File: src/rtl/serial_adder_pkg.sv
// Shared types and constants for the bit-serial adder.
// Optional feature macro used by this block: SERIAL_ADDER_OVF_EN.
package serial_adder_pkg;

    localparam int DEFAULT_WIDTH = 4;

    typedef enum logic [1:0] {
        IDLE  = 2'd0,
        SHIFT = 2'd1,
        DONE  = 2'd2
    } state_t;

    // Bit-counter width; floored at 1 so a counter always exists.
    function automatic int cnt_width(input int width);
        return (width <= 2) ? 1 : $clog2(width);
    endfunction

endpackage

File: src/rtl/serial_adder_if.sv
// Operand/result handshake between the issuing controller and the serial adder.
// SERIAL_ADDER_OVF_EN adds the signed-overflow flag to the result side.
interface serial_adder_if #(
    parameter int WIDTH = serial_adder_pkg::DEFAULT_WIDTH
);
    logic             start;
    logic [WIDTH-1:0] A;
    logic [WIDTH-1:0] B;
    logic             C_in;
    logic             busy;
    logic             done;
    logic [WIDTH-1:0] sum;
    logic             C_out;
`ifdef SERIAL_ADDER_OVF_EN
    logic             ovf;

    modport master (output start, A, B, C_in, input busy, done, sum, C_out, ovf);
    modport slave  (input start, A, B, C_in, output busy, done, sum, C_out, ovf);
`else
    modport master (output start, A, B, C_in, input busy, done, sum, C_out);
    modport slave  (input start, A, B, C_in, output busy, done, sum, C_out);
`endif
endinterface

File: src/rtl/full_adder.sv
// Single-bit full adder cell, shared with the parallel adder family.
module full_adder (
    input  logic A,
    input  logic B,
    input  logic C,
    output logic sum,
    output logic carry
);
    assign sum   = A ^ B ^ C;
    assign carry = (A & B) | (C & (A ^ B));
endmodule

File: src/rtl/serial_adder.sv
// Bit-serial WIDTH-bit adder: one full_adder step per clock, LSB first, start/done handshake.
// Define SERIAL_ADDER_OVF_EN to add the registered signed-overflow output.
module serial_adder
    import serial_adder_pkg::*;
#(
    parameter int WIDTH = DEFAULT_WIDTH
) (
    input logic           clk,
    input logic           rst,
    serial_adder_if.slave bus
);
    localparam int             CW   = cnt_width(WIDTH);
    localparam logic [CW-1:0]  LAST = CW'(WIDTH - 1);

    state_t           state;
    logic [WIDTH-1:0] a_sh;
    logic [WIDTH-1:0] b_sh;
    logic [WIDTH-1:0] res_sh;
    logic             carry;
    logic [CW-1:0]    cnt;
    logic             fa_sum;
    logic             fa_carry;
    logic [WIDTH-1:0] res_next;

    full_adder u_fa (
        .A     (a_sh[0]),
        .B     (b_sh[0]),
        .C     (carry),
        .sum   (fa_sum),
        .carry (fa_carry)
    );

    // Each result bit enters at the MSB, so after WIDTH steps bit 0 sits at the LSB.
    assign res_next = {fa_sum, res_sh[WIDTH-1:1]};

    // NOTE: all state is updated with non-blocking assignments so every flop samples pre-edge values.
    always_ff @(posedge clk) begin
        if (rst) begin
            // NOTE: the datapath registers are cleared too, so an aborted operation leaves no residue.
            state     <= IDLE;
            a_sh      <= '0;
            b_sh      <= '0;
            res_sh    <= '0;
            carry     <= 1'b0;
            cnt       <= '0;
            bus.busy  <= 1'b0;
            bus.done  <= 1'b0;
            bus.sum   <= '0;
            bus.C_out <= 1'b0;
`ifdef SERIAL_ADDER_OVF_EN
            bus.ovf   <= 1'b0;
`endif
        end else begin
            case (state)
                IDLE, DONE: begin
                    bus.done <= 1'b0;
                    if (bus.start) begin
                        a_sh     <= bus.A;
                        b_sh     <= bus.B;
                        carry    <= bus.C_in;
                        res_sh   <= '0;
                        cnt      <= '0;
                        bus.busy <= 1'b1;
                        state    <= SHIFT;
                    end else begin
                        state    <= IDLE;
                    end
                end
                SHIFT: begin
                    a_sh   <= a_sh >> 1;
                    b_sh   <= b_sh >> 1;
                    carry  <= fa_carry;
                    res_sh <= res_next;
                    cnt    <= cnt + 1'b1;
                    if (cnt == LAST) begin
                        bus.busy  <= 1'b0;
                        bus.done  <= 1'b1;
                        bus.sum   <= res_next;
                        bus.C_out <= fa_carry;
`ifdef SERIAL_ADDER_OVF_EN
                        // carry still holds the carry into the MSB during the last step.
                        bus.ovf   <= carry ^ fa_carry;
`endif
                        state     <= DONE;
                    end
                end
                default: begin
                    bus.busy <= 1'b0;
                    bus.done <= 1'b0;
                    state    <= IDLE;
                end
            endcase
        end
    end

endmodule

File: src/flat_wrapper.sv
// flat-port wrapper written by rule: the top's interface ports become plain ports
module serial_adder_flat import serial_adder_pkg::*;
#(
    parameter int WIDTH = DEFAULT_WIDTH
)
  (clk, rst, bus_start, bus_A, bus_B, bus_C_in, bus_busy, bus_done, bus_sum, bus_C_out);
  serial_adder_if #(.WIDTH(WIDTH)) bus_i ();
  input logic clk;
  input logic rst;
  input wire logic [$bits(bus_i.start)-1:0] bus_start;
  input wire logic [$bits(bus_i.A)-1:0] bus_A;
  input wire logic [$bits(bus_i.B)-1:0] bus_B;
  input wire logic [$bits(bus_i.C_in)-1:0] bus_C_in;
  output wire logic [$bits(bus_i.busy)-1:0] bus_busy;
  output wire logic [$bits(bus_i.done)-1:0] bus_done;
  output wire logic [$bits(bus_i.sum)-1:0] bus_sum;
  output wire logic [$bits(bus_i.C_out)-1:0] bus_C_out;
  assign bus_i.start = bus_start;
  assign bus_i.A = bus_A;
  assign bus_i.B = bus_B;
  assign bus_i.C_in = bus_C_in;
  assign bus_busy = bus_i.busy;
  assign bus_done = bus_i.done;
  assign bus_sum = bus_i.sum;
  assign bus_C_out = bus_i.C_out;
  serial_adder #(.WIDTH(WIDTH)) u_core (.clk(clk), .rst(rst), .bus(bus_i));
endmodule
File: config.mk
export PLATFORM = sky130hd
export DESIGN_NAME = serial_adder_flat
export DESIGN_NICKNAME = d
export VERILOG_FILES = /design/src/rtl/serial_adder_pkg.sv /design/src/rtl/serial_adder_if.sv /design/src/rtl/full_adder.sv /design/src/rtl/serial_adder.sv /design/src/flat_wrapper.sv
export SDC_FILE = /design/constraint.sdc
export NUM_CORES = 1
export LEC_CHECK = 0
export CAP_MARGIN = 30
export CELL_PAD_IN_SITES_DETAIL_PLACEMENT = 1
export CELL_PAD_IN_SITES_GLOBAL_PLACEMENT = 1
export CORE_MARGIN = 5
export CORE_UTILIZATION = 36
export DETAILED_ROUTE_END_ITERATION = 10
export GPL_TIMING_DRIVEN = 0
export PLACE_DENSITY_LB_ADDON = 0.1
export SETUP_SLACK_MARGIN = 0.02
export SLEW_MARGIN = 15
export SYNTH_ARGS = -nofsm -noshare
export SYNTH_HDL_FRONTEND = slang
export SYNTH_HIERARCHICAL = 1
export SYNTH_SLANG_ARGS = --single-unit
File: constraint.sdc
create_clock -name clk -period 1.4 [get_ports clk]
set_clock_uncertainty 0.05 [all_clocks]
set_input_delay 0.14 -clock clk [delete_from_list [all_inputs] [get_ports clk]]
set_output_delay 0.14 -clock clk [all_outputs]
set_load 0.01 [all_outputs]
# After elaboration in Yosys (flattened, before gate mapping)

Index checks and enable logic that the tools add are counted.

Register bits after elaboration: 24
Bits of input ports: 12
Output and inout bits: 7
Logic and storage cells: 45

$add $sub $neg: 1
Equal/unequal tests: 5
Multiplexer cells: 16
Bitwise operators: 6
Reduce and logical (&&, ||, !) cells: 7

Operators with widths:

| kind                                                             | count |
|---|---|
| 4-bit one-hot mux with 2 select lines                            | 3 |
| 4-bit two-way mux                                                | 3 |
| 2-bit one-hot mux with 2 select lines                            | 2 |
| 2-bit AND reduction                                              | 3 |
| 2-bit == test (second input constant)                            | 2 |
| 1-bit two-way mux                                                | 4 |
| 2-bit two-way mux                                                | 2 |
| 1-bit one-hot mux with 2 select lines                            | 2 |
| 2-bit OR reduction                                               | 2 |
| 2-bit by 1-bit adder with 2-bit output (second input constant)   | 1 |
| 1-bit bitwise AND                                                | 2 |
| 2-bit by 1-bit == test with 1-bit output (second input constant) | 1 |
| 2-bit zero test                                                  | 1 |
| 2-bit by 1-bit != test with 1-bit output (second input constant) | 1 |
| 2-bit != test (second input constant)                            | 1 |
| 2-bit nonzero test                                               | 1 |
| 1-bit XOR                                                        | 2 |
| 1-bit NOT                                                        | 1 |
| 1-bit OR                                                         | 1 |

# Logic depth before layout (Yosys ltp)

Gate-level depths: netlist (run 1).

Depth after elaboration: 4
Depth in mapped cells: 5
Gate-level depth less buffers: 4

# Cells and area by module

The synthesis (run 1) kept the hierarchy.

By module, submodules not included:

| module       | times used | cells an instance | area an instance (µm²) | sequential area each (µm²) |
|---|---|---|---|---|
| serial_adder | 1          | 110               | 947.2                  | 460.4 |
| full_adder   | 1          | 1                 | 20.0                   | 0.0 |

# Least setup slack after synthesis (run 1)

OpenSTA, ideal clock, no wires.

Path type: register to register
Start: reg u_core.cnt[0]
End: reg u_core.bus.C_out
Setup time: 0.132 ns
Arrival time: 1.020 ns
Data required time: 1.218 ns
Setup slack: 0.198 ns
Cell stages (with the launch flop): 6
Buffers on the path: 1
Period minus slack after synthesis: 1.202 ns
Cell sequence: dfxtp_1 > ha_1 > clkbuf_1 > nand3b_1 > nand2_1 > a21oi_1

Word-level cells in the longest chain between the ends: 2

RTL lines:

| what                                 | line                  | RTL |
|---|---|---|
| start: declaration                   | serial_adder.sv:20    | `logic [CW-1:0] cnt;` |
| start signal: assignment             | serial_adder.sv:74    | `cnt <= cnt + 1'b1;` |
| 2-bit == test                        | serial_adder.sv:75    | `if (cnt == LAST) begin` |
| 2-bit AND reduction (no source line) | --                    |  |
| end signal: assignment               | serial_adder.sv:79    | `bus.C_out <= fa_carry;` |
| end: declaration                     | serial_adder_if.sv:21 | `modport slave (input start, A, B, C_in, output busy, done, sum, C_out);` |

No other way between the ends.
A chain may end at the register's enable or synchronous reset.

# Worst setup path after layout (run 1)

Start: reg u_core.a_sh[0]
End: reg u_core.bus.sum[3]

Word-level cells in the longest chain between the ends: 2

RTL lines:

| what                     | line                  | RTL |
|---|---|---|
| start: declaration       | serial_adder.sv:16    | `logic [WIDTH-1:0] a_sh;` |
| start signal: assignment | serial_adder.sv:58    | `a_sh <= bus.A;` |
| start signal: assignment | serial_adder.sv:70    | `a_sh <= a_sh >> 1;` |
| 1-bit XOR (2 in a row)   | full_adder.sv:9       | `assign sum = A ^ B ^ C;` |
| named net u_core.fa_sum  | serial_adder.sv:21    | `logic fa_sum;` |
| end signal: assignment   | serial_adder.sv:78    | `bus.sum <= res_next;` |
| end: declaration         | serial_adder_if.sv:21 |  |

The timed path passes the listed nets, and every way through them passes these cells.

==> results of run 1 <==
## flip-flops by register name, summed over array words and instances, names as in the netlist
name / cells
u_core/state: 2
u_core/bus.C_out: 1
u_core/b_sh: 4
u_core/a_sh: 4
u_core/carry: 1
u_core/bus.done: 1
u_core/bus.sum: 4
u_core/bus.busy: 1
u_core/cnt: 2
u_core/res_sh: 3
## placed cells by master (no fill, tap or decap), types with 3 or more instances in the layout
cell	synthesis	layout
nand2_1	25	25
dfxtp_1	23	23
a21oi_1	13	13
nand3_1	12	12
clkdlybuf4s50_1	0	11
nor2_1	10	10
dlygate4sd2_1	0	7
a311oi_1	4	4
clkbuf_4	0	3
buf_6	3	3
a311oi_2	3	3
## power by group
part / internal [mW] / switching [mW]
logic: 0.0998 / 0.105
registers: 0.689 / 0.0243
clock network: 0.111 / 0.197
## layer usage
layer | wire, um | GRT usage (%) | share of wire [%]
met3 | 85 | 2.48 | 3.8
met5 | 0 | 0 | 0
met4 | 17 | 6.36 | 0.75
met1 | 1020 | 16.1 | 45
met2 | 1140 | 25.0 | 50
## logic make-up (layout without fill, tap and decap cells)
kind of cell / after synthesis / count (layout) / share of synthesized area (%)
flops: 23 / 23 / 47.6
simple gates: 55 / 55 / 26.0
fa+ha+maj: 2 / 2 / 3.36
compound gates: 22 / 22 / 16.3
buf+inv: 9 / 30 / 6.73
## path summary, 6_finish.rpt
path | from | end | slack [ps] | depth (start not counted)
setup / recovery | u_core/a_sh[0]$_SDFFE_PP0P_ | u_core/bus.sum[3]$_SDFFE_PP0P_ | 180 | 3
hold / removal | bus_A[3] | u_core/a_sh[3]$_SDFFE_PP0P_ | 310 | 3
setup reg to reg | u_core/a_sh[0]$_SDFFE_PP0P_ | u_core/bus.sum[3]$_SDFFE_PP0P_ | 180 | 3
hold reg to reg | u_core/bus.sum[3]$_SDFFE_PP0P_ | u_core/bus.sum[3]$_SDFFE_PP0P_ | 410 | 2
## stage by stage
step / setup WS (ps) / TNS, ps
floorplan: 198 / 0
global placement: -83.5 / -597
detailed placement: -68.9 / -913
CTS: 64.1 / 0
global route: 79.5 / 0
finish: 176 / 0
## what timing repair did
| action | 4_1_cts | 5_1_grt |
|---|---|---|
| setup endpoints to repair | 12 | 5 |
| cloned | 0 | 0 |
| gates resized for setup | 7 | 2 |
| pin swaps | 0 | 0 |
## critical path: cells and delay by family, from the launching register on
kind	cells	cell delay, ps
AOI/OAI and AO/OA	1	120
adders and majority gates	1	560
DFF	1	350
and+or+nand+nor	1	80
## area by class of cell
type	count	area, um^2	share of cell area [%]
Sequential cell	23	460	38.0
Timing Repair Buffer	18	171	14.2
Multi-Input combinational cell	79	454	37.5
Clock buffer	4	26.3	2.17
Tap cell	30	37.5	3.10
Buffer	8	61.3	5.06
==> impl_metrics.toml, run 1 <==
[critical_path]
critPathLaunchType = "register"
cp-end-kind = "register"
required_ps = 1600
crit_path_max_fanout = 2
path_cells = "fa_1 > nand3_1 > a21oi_1"
critPathMaxStageDelay_ps = 560
path_class = "reg2reg"
crit_arrival_ps = 1420
slowest_stage = "fa_1"

[sta]
rsz0062_at_grt = "no"
fmax_ghz = 0.817
hold_viol = 0
min_period_ps = 1220
whs_ps = 313
relSlewSlack_pct = 63.6
worst_pin_slew_ps = 546
post-route-period-util_pct = 87.4
finalSetupViolCount = 0
maxSlewViolCount = 0

[routing]
viasPerCell = 5.26
drtAntennaViolNets = 0
first_iter_violations = 24
routedWlPerCell_um = 14.0
routed_wl_um = 2260
drc = 0
firstDrtPassIters = 2
vias = 852

[synth]
yosysUniqueCellTypes = 23
synth_nets = 125
synthArstFlopShare_pct = 0
synth-seq-cells = 23
yosys_warnings = 6
synth_top_area_share_pct = 47.6
synth_area_leaders = "dfxtp_1 (48%), nand2_1 (9.7%), a21oi_1 (6.7%)"
synth_area_per_cell_um2 = 8.71
netlist_area_um2 = 967
yosysTopAreaCell = "dfxtp_1"
synthFlopType = "dfxtp_1"
synthCells = 111
synth_edf_count = 0
yosysSeqAreaShare_pct = 47.6
yosysMostFrequentCell = "nand2_1"
synthTopCellsByCount = "nand2_1 (25), dfxtp_1 (23), a21oi_1 (13), nand3_1 (12), nor2_1 (10)"

[cells_and_area]
nNetsFinal = 147
synthToLayoutAreaGrowth_pct = 25.2
fin_cells = 162
fillers = 321
diodes = 0
final_cell_area_mm2 = 0.00121
final_util_pct = 48.0
drive_gt1_share_pct = 10.6

[floorplanning]
dieArea_mm2 = 0.00382
pin_count = 19
die_x_um = 61.8
start_util_pct = 38.3
coreArea_mm2 = 0.00252
rows = 18
chipHeight_um = 61.8

[grt]
grt_use_total_pct = 14.0
grt_pass1_wl_um = 3840
grt_pass1_vias = 857
grt_max_degree = 13
antenna_found_initial = 0
overflow = 0

[cts]
post_cts_buffers = 0
clk_latency_ps = 310
clock_sinks = 23
cts_tree = "yes"
clock_tree.root_cell = "clkbuf_4"
cts_buffer_depth = 2
cts_max_level = 1
cts_hold_buf = 0
clk_pin_slew_ps = 120
cts_buffers = 3

[flow_run]
max_cap_violations = 0

[power_and_ir_drop]
vdd.ir_drop.worst_v = 0.000436
finalPower_mw = 1.23
powerDensity_mw_per_mm2 = 1010
leakagePower_nw = 0.462

[placement]
dp_hpwl_um = 1660
placed_cells = 159
placed_area_mm2 = 0.00118
io_buffers = 18
place_congestion = 0.729

[run_status]
status = "completed"

[min_path]
hold_class = "in2reg"
No activity file was read; power rests on OpenSTA's default activity.
==> run 2, diff against run 1 <==
--- a/config.mk
+++ b/config.mk
@@ -12,6 +12,7 @@
 export CORE_UTILIZATION = 36
 export DETAILED_ROUTE_END_ITERATION = 10
 export GPL_TIMING_DRIVEN = 0
+export MAX_ROUTING_LAYER = met4
 export PLACE_DENSITY_LB_ADDON = 0.1
 export SETUP_SLACK_MARGIN = 0.02
 export SLEW_MARGIN = 15
==> constraint.sdc (replaced) <==
create_clock -name clk -period 1.4 [get_ports clk]
set_clock_uncertainty 0.05 [all_clocks]
set_input_delay 0.14 -clock clk [delete_from_list [all_inputs] [get_ports clk]]
set_output_delay 0.14 -clock clk [all_outputs]
set_load 0.005 [all_outputs]
==> run 2 against run 1 <==
  * Setup slack got worse by 100 ps
  * Utilization increased by 1.1 points
  * Die area unchanged
  * Combinational power about the same
==> impl_metrics.toml, run 2 (synthesis results as in run 1) <==
[critical_path]
crit_arrival_ps = 1130
cpLargestDelayFamily = "buffers and inverters"
critPathMaxStageDelay_ps = 490
reg2reg_from = "u_core/a_sh[0]$_SDFFE_PP0P_"
path_class = "reg2out"
slowest_stage = "clkdlybuf4s50_1"
cp-end-kind = "output port"
r2r_slack_ps = 150
crit_path_max_fanout = 2
ff2ff_path_depth = 3
worst-path-buf-inv = 1
critPathLaunchType = "register"
required_ps = 1210
r2r-end = "u_core/bus.sum[3]$_SDFFE_PP0P_"
path_cells = "clkdlybuf4s50_1"

[sta]
hold_viol = 0
post-route-period-util_pct = 94.6
worst_pin_slew_ps = 531
min_period_ps = 1320
relSlewSlack_pct = 64.6
rsz0062_at_grt = "no"
fmax_ghz = 0.755
finalSetupViolCount = 0
maxSlewViolCount = 0

[cells_and_area]
reg_top3 = "u_core/a_sh x4, u_core/b_sh x4, u_core/bus.sum x4"
mostFrequentLayoutCells = "nand2_1 (25), dfxtp_1 (17), a21oi_1 (13)"
synthToLayoutAreaGrowth_pct = 28.1
fillers = 311
diodes = 0
final_cell_area_mm2 = 0.00124
final_util_pct = 49.1
final_common_cell = "nand2_1"
nNetsFinal = 147
drive_gt1_share_pct = 15.2

[grt]
grt_pass1_wl_um = 3840
overflow = 0
grt_max_degree = 13
antenna_found_initial = 0
grt_use_total_pct = 14.4
grt_pass1_vias = 857

[power_and_ir_drop]
leakagePower_nw = 0.526
vdd.ir_drop.worst_v = 0.000436
powerDensity_mw_per_mm2 = 991

[cts]
clock_sinks = 23
clock_tree.root_cell = "clkbuf_4"
clk_pin_slew_ps = 120
cts_tree = "yes"
cts_buffers = 3
clk_latency_ps = 310
cts_buffer_depth = 2
cts_max_level = 1

[placement]
io_buffers = 18
placed_area_mm2 = 0.00118
place_congestion = 0.738
dp_hpwl_um = 1660

[min_path]
min_from = "bus_A[3]"
hold_class = "in2reg"
whs_path_depth = 3
holdPathEnd = "u_core/a_sh[3]$_SDFFE_PP0P_"

[floorplanning]
rows = 18
dieArea_mm2 = 0.00382
chipHeight_um = 61.8
start_util_pct = 38.3
coreArea_mm2 = 0.00252
pin_count = 19
die_x_um = 61.8

[routing]
routedWlPerCell_um = 14.3
vias = 850
viasPerCell = 5.25
first_iter_violations = 26
firstDrtPassIters = 4
drc = 0
routed_wl_um = 2320
drtAntennaViolNets = 0

[flow_run]
max_cap_violations = 0

[run_status]
status = "completed"
[run 2: cell types whose count changed in the layout (fill, tap and decap cells not counted), sizes merged]
cell,before,now
dlygate4sd2,7,1
clkdlybuf4s50,11,12
dlymetal6s2s,0,5
[run 2: timing repair]
item / in CTS / in global routing
cloned: 0 / 0
gates resized for setup: 2 / 12
hold buffers: 0 / 0
setup endpoints to repair: 7 / 11
buffers inserted: 0 / 0
[run 2: power breakdown]
group	internal [mW]	leakage, nW	switching [mW]
sequential	0.690	0.191	0.0244
clock	0.111	0.0150	0.198
combinational	0.101	0.320	0.103
[run 2: worst max-delay path by stage]
stage | start | to | cells past startpoint
floorplan | u_core/cnt[0]$_SDFFE_PP0P_ | u_core/bus.C_out$_SDFFE_PP0P_ | 5
detailed placement | bus_start | u_core/b_sh[2]$_SDFFE_PP0P_ | 5
global route | u_core/bus.sum[1]$_SDFFE_PP0P_ | bus_sum[1] | 1
finish | u_core/bus.sum[1]$_SDFFE_PP0P_ | bus_sum[1] | 1
global placement | rst | u_core/bus.done$_SDFFE_PP0N_ | 3
CTS | u_core/bus.busy$_SDFFE_PP0P_ | bus_busy | 1
[run 2: metal layers]
layer	up-vias	track usage (%)	wire [um]
li1	423	-	-
met1	408	16.2	1030
met2	17	24.8	1170
met3	2	2.48	97
met4	0	6.36	16
met5	-	-	0
[run 2: cell type report]
type	count	area, um^2	area share (%)
sequential	23	468	37.8
multi-input combinational	79	454	36.7
timing repair buffer	18	191	15.5
buffer	8	61.3	4.95
tap	30	37.5	3.03
clock buffer	4	26.3	2.12
[run 2: stage by stage]
stage / std cells / setup TNS [ps] / power [mW] / hold WS, ps / setup WS [ps]
after global placement: 159 / -597 / 0.923 / 392 / -83.5
after CTS: 162 / 0 / 1.24 / 311 / 25.2
after floorplan: 111 / 0 / 0.853 / 162 / 198
after detailed placement: 159 / -913 / 0.930 / 399 / -68.9
after global routing: 162 / 0 / 1.30 / 313 / 20.9
final: 162 / 0 / 1.23 / 316 / 76.2
==> run 3, diff against run 2 <==
--- a/config.mk
+++ b/config.mk
@@ -5,7 +5,8 @@
 export SDC_FILE = /design/constraint.sdc
 export NUM_CORES = 1
 export LEC_CHECK = 0
-export CAP_MARGIN = 30
+export ABC_AREA = 1
+export CAP_MARGIN = 15
 export CELL_PAD_IN_SITES_DETAIL_PLACEMENT = 1
 export CELL_PAD_IN_SITES_GLOBAL_PLACEMENT = 1
 export CORE_MARGIN = 5
@@ -20,3 +21,4 @@
 export SYNTH_HDL_FRONTEND = slang
 export SYNTH_HIERARCHICAL = 1
 export SYNTH_SLANG_ARGS = --single-unit
+export TNS_END_PERCENT = 10
==> run 3 against run 2 <==
  * Final area is 4.4% higher
  * Setup slack worse by 21 ps
  * Fmax down 1.5%
  * Largest cell class unchanged
  * Clock power decreased by 2%
  * Sequential cell count did not move
  * Highest routed layer unchanged
  * Clock-buffer cell count shrank 1
  * Area after synthesis increased by 7.5%
==> impl_metrics.toml, run 3 <==
[run_status]
status = "completed"

[routing]
dr_wl_met2_um = 1230
vias = 952
first_iter_violations = 29
highest_layer = "met4"
viasPerCell = 4.98
drtAntennaViolNets = 0
drc = 0
wl_met1_um = 1280
firstDrtPassIters = 3
routed_wl_um = 2610
wl_met3_um = 79
routedWlPerCell_um = 13.7

[cells_and_area]
nNetsFinal = 175
synthToLayoutAreaGrowth_pct = 24.4
diodes = 0
mostFrequentLayoutCells = "nand2_1 (26), inv_1 (20), nand3_1 (20)"
fin_cells = 191
reg_top3 = "u_core/a_sh x4, u_core/b_sh x4, u_core/bus.sum x4"
final_cell_area_mm2 = 0.00129
drive_gt1_share_pct = 12.5
final_common_cell = "nand2_1"

[synth]
synthCells = 138
synth_nets = 152
synthArstFlopShare_pct = 0
netlist_area_mm2 = 0.00104
yosysSeqAreaShare_pct = 44.3
synth_edf_count = 0
yosys_warnings = 6
synth_area_per_cell_um2 = 7.53
synthFlopType = "dfxtp_1"
yosysTopAreaCell = "dfxtp_1"
yosysMostFrequentCell = "nand2_1"
yosysUniqueCellTypes = 21
synth_area_leaders = "dfxtp_1 (44%), nand3_1 (9.6%), nand2_1 (9.4%)"
synth_top_area_share_pct = 44.3
synth-seq-cells = 23
synthTopCellsByCount = "nand2_1 (26), dfxtp_1 (23), inv_1 (20), nand3_1 (20), nor2_1 (10)"

[placement]
place_congestion = 0.735
placed_cells = 187
placed_area_mm2 = 0.00126
io_buffers = 18
dp_hpwl_um = 1940

[grt]
grt_pass1_wl_um = 4570
grt_max_degree = 14
grt_use_total_pct = 14.4
antenna_found_initial = 0
grt_pass1_vias = 991
overflow = 0

[min_path]
hold_class = "in2reg"
whs_path_depth = 3

[critical_path]
critPathLaunchType = "register"
cpLargestDelayFamily = "buffers and inverters"
crit_cells = 1
worst-path-buf-inv = 1
crit_path_max_fanout = 2
ff2ff_path_depth = 3
slowest_stage = "clkdlybuf4s50_1"
crit_arrival_ps = 1150
cp-end-kind = "output port"
required_ps = 1210
critPathMaxStageDelay_ps = 500
path_class = "reg2out"
path_cells = "clkdlybuf4s50_1"

[sta]
relSlewSlack_pct = 83.4
whs_ps = 337
min_period_ps = 1340
hold_viol = 0
post-route-period-util_pct = 96.0
fmax_ghz = 0.744
worst_pin_slew_ps = 248
rsz0062_at_grt = "yes"
maxSlewViolCount = 0
finalSetupViolCount = 0

[cts]
cts_buffers = 3
cts_max_level = 1
clock_tree.root_cell = "clkbuf_4"
cts_hold_buf = 0
cts_tree = "yes"
cts_buffer_depth = 2
clk_latency_ps = 300
clock_sinks = 23
clk_pin_slew_ps = 130

[floorplanning]
chipHeight_um = 63.7
pin_count = 19
start_util_pct = 37.7
coreArea_mm2 = 0.00276
dieArea_mm2 = 0.00406
rows = 19
die_x_um = 63.7

[flow_run]
max_cap_violations = 0

[power_and_ir_drop]
vdd.ir_drop.worst_v = 0.000629
leakagePower_nw = 0.574
powerDensity_mw_per_mm2 = 976
run 3: cell count changes after synthesis, moves of 3 or more:
cell,before,now
a21oi_1,13,6
a311oi_1,4,0
a311oi_2,3,0
inv_1,0,20
nand3_1,12,20
nor3_1,1,7
o21ai_0,1,7
run 3: stage by stage:
| step | TNS, ps | power, mW | setup slack, ps | utilization [%] |
|---|---|---|---|---|
| after detailed placement | -236 | 0.978 | -74.8 | 45.6 |
| after global routing | 0 | 1.35 | 1.65 | 46.9 |
| final | 0 | 1.26 | 55.5 | 46.9 |
| after CTS | 0 | 1.29 | 7.64 | 46.7 |
| after floorplan | 0 | 0.884 | 241 | - |
| after global placement | -5.48 | 0.966 | -4.80 | 45.6 |
run 3: cell families (layout without fill, tap and decap cells):
group / Yosys count / in the layout / synth area share [%]
fa+ha+maj: 2 / 2 / 3.13
compound gates: 16 / 16 / 8.30
flops: 23 / 23 / 44.3
buf+inv: 27 / 49 / 12.4
simple gates: 70 / 70 / 31.9
run 3: report_power, final:
part | leakage [nW] | total, mW | switching (mW) | internal [mW]
registers | 0.190 | 0.713 | 0.0199 | 0.693
logic | 0.366 | 0.247 | 0.138 | 0.109
clock network | 0.0177 | 0.302 | 0.196 | 0.106
run 3: worst paths after layout:
path                                         end  slack (ps)                      startpoint
setup / recovery                       bus_C_out          60   u_core/bus.C_out$_SDFFE_PP0P_
hold / removal       u_core/a_sh[3]$_SDFFE_PP0P_         340                        bus_A[3]
setup reg to reg  u_core/bus.sum[3]$_SDFFE_PP0P_          90     u_core/a_sh[0]$_SDFFE_PP0P_
hold reg to reg   u_core/bus.sum[0]$_SDFFE_PP0P_         430  u_core/bus.sum[0]$_SDFFE_PP0P_
run 3: area by class of cell:
type	count	area (um^2)
Buffer	5	46.3
Clock buffer	3	22.5
Clock inverter	1	5.00
Fill cell	353	1460
Inverter	22	82.6
Multi-Input combinational cell	88	450
Sequential cell	23	465
Tap cell	31	38.8
Timing Repair Buffer	18	183
run 3: timing repair:
item / in CTS / in global routing
resized for setup: 1 / 4
endpoints found under the setup margin: 3 / 7
setup buffers: 0 / 0
run 3: per-layer routing:
layer,up-vias,global-route usage [%]
met5,-,-
met4,0,3.12
met3,2,3.85
met2,10,22.6
met1,451,18.6
li1,489,-
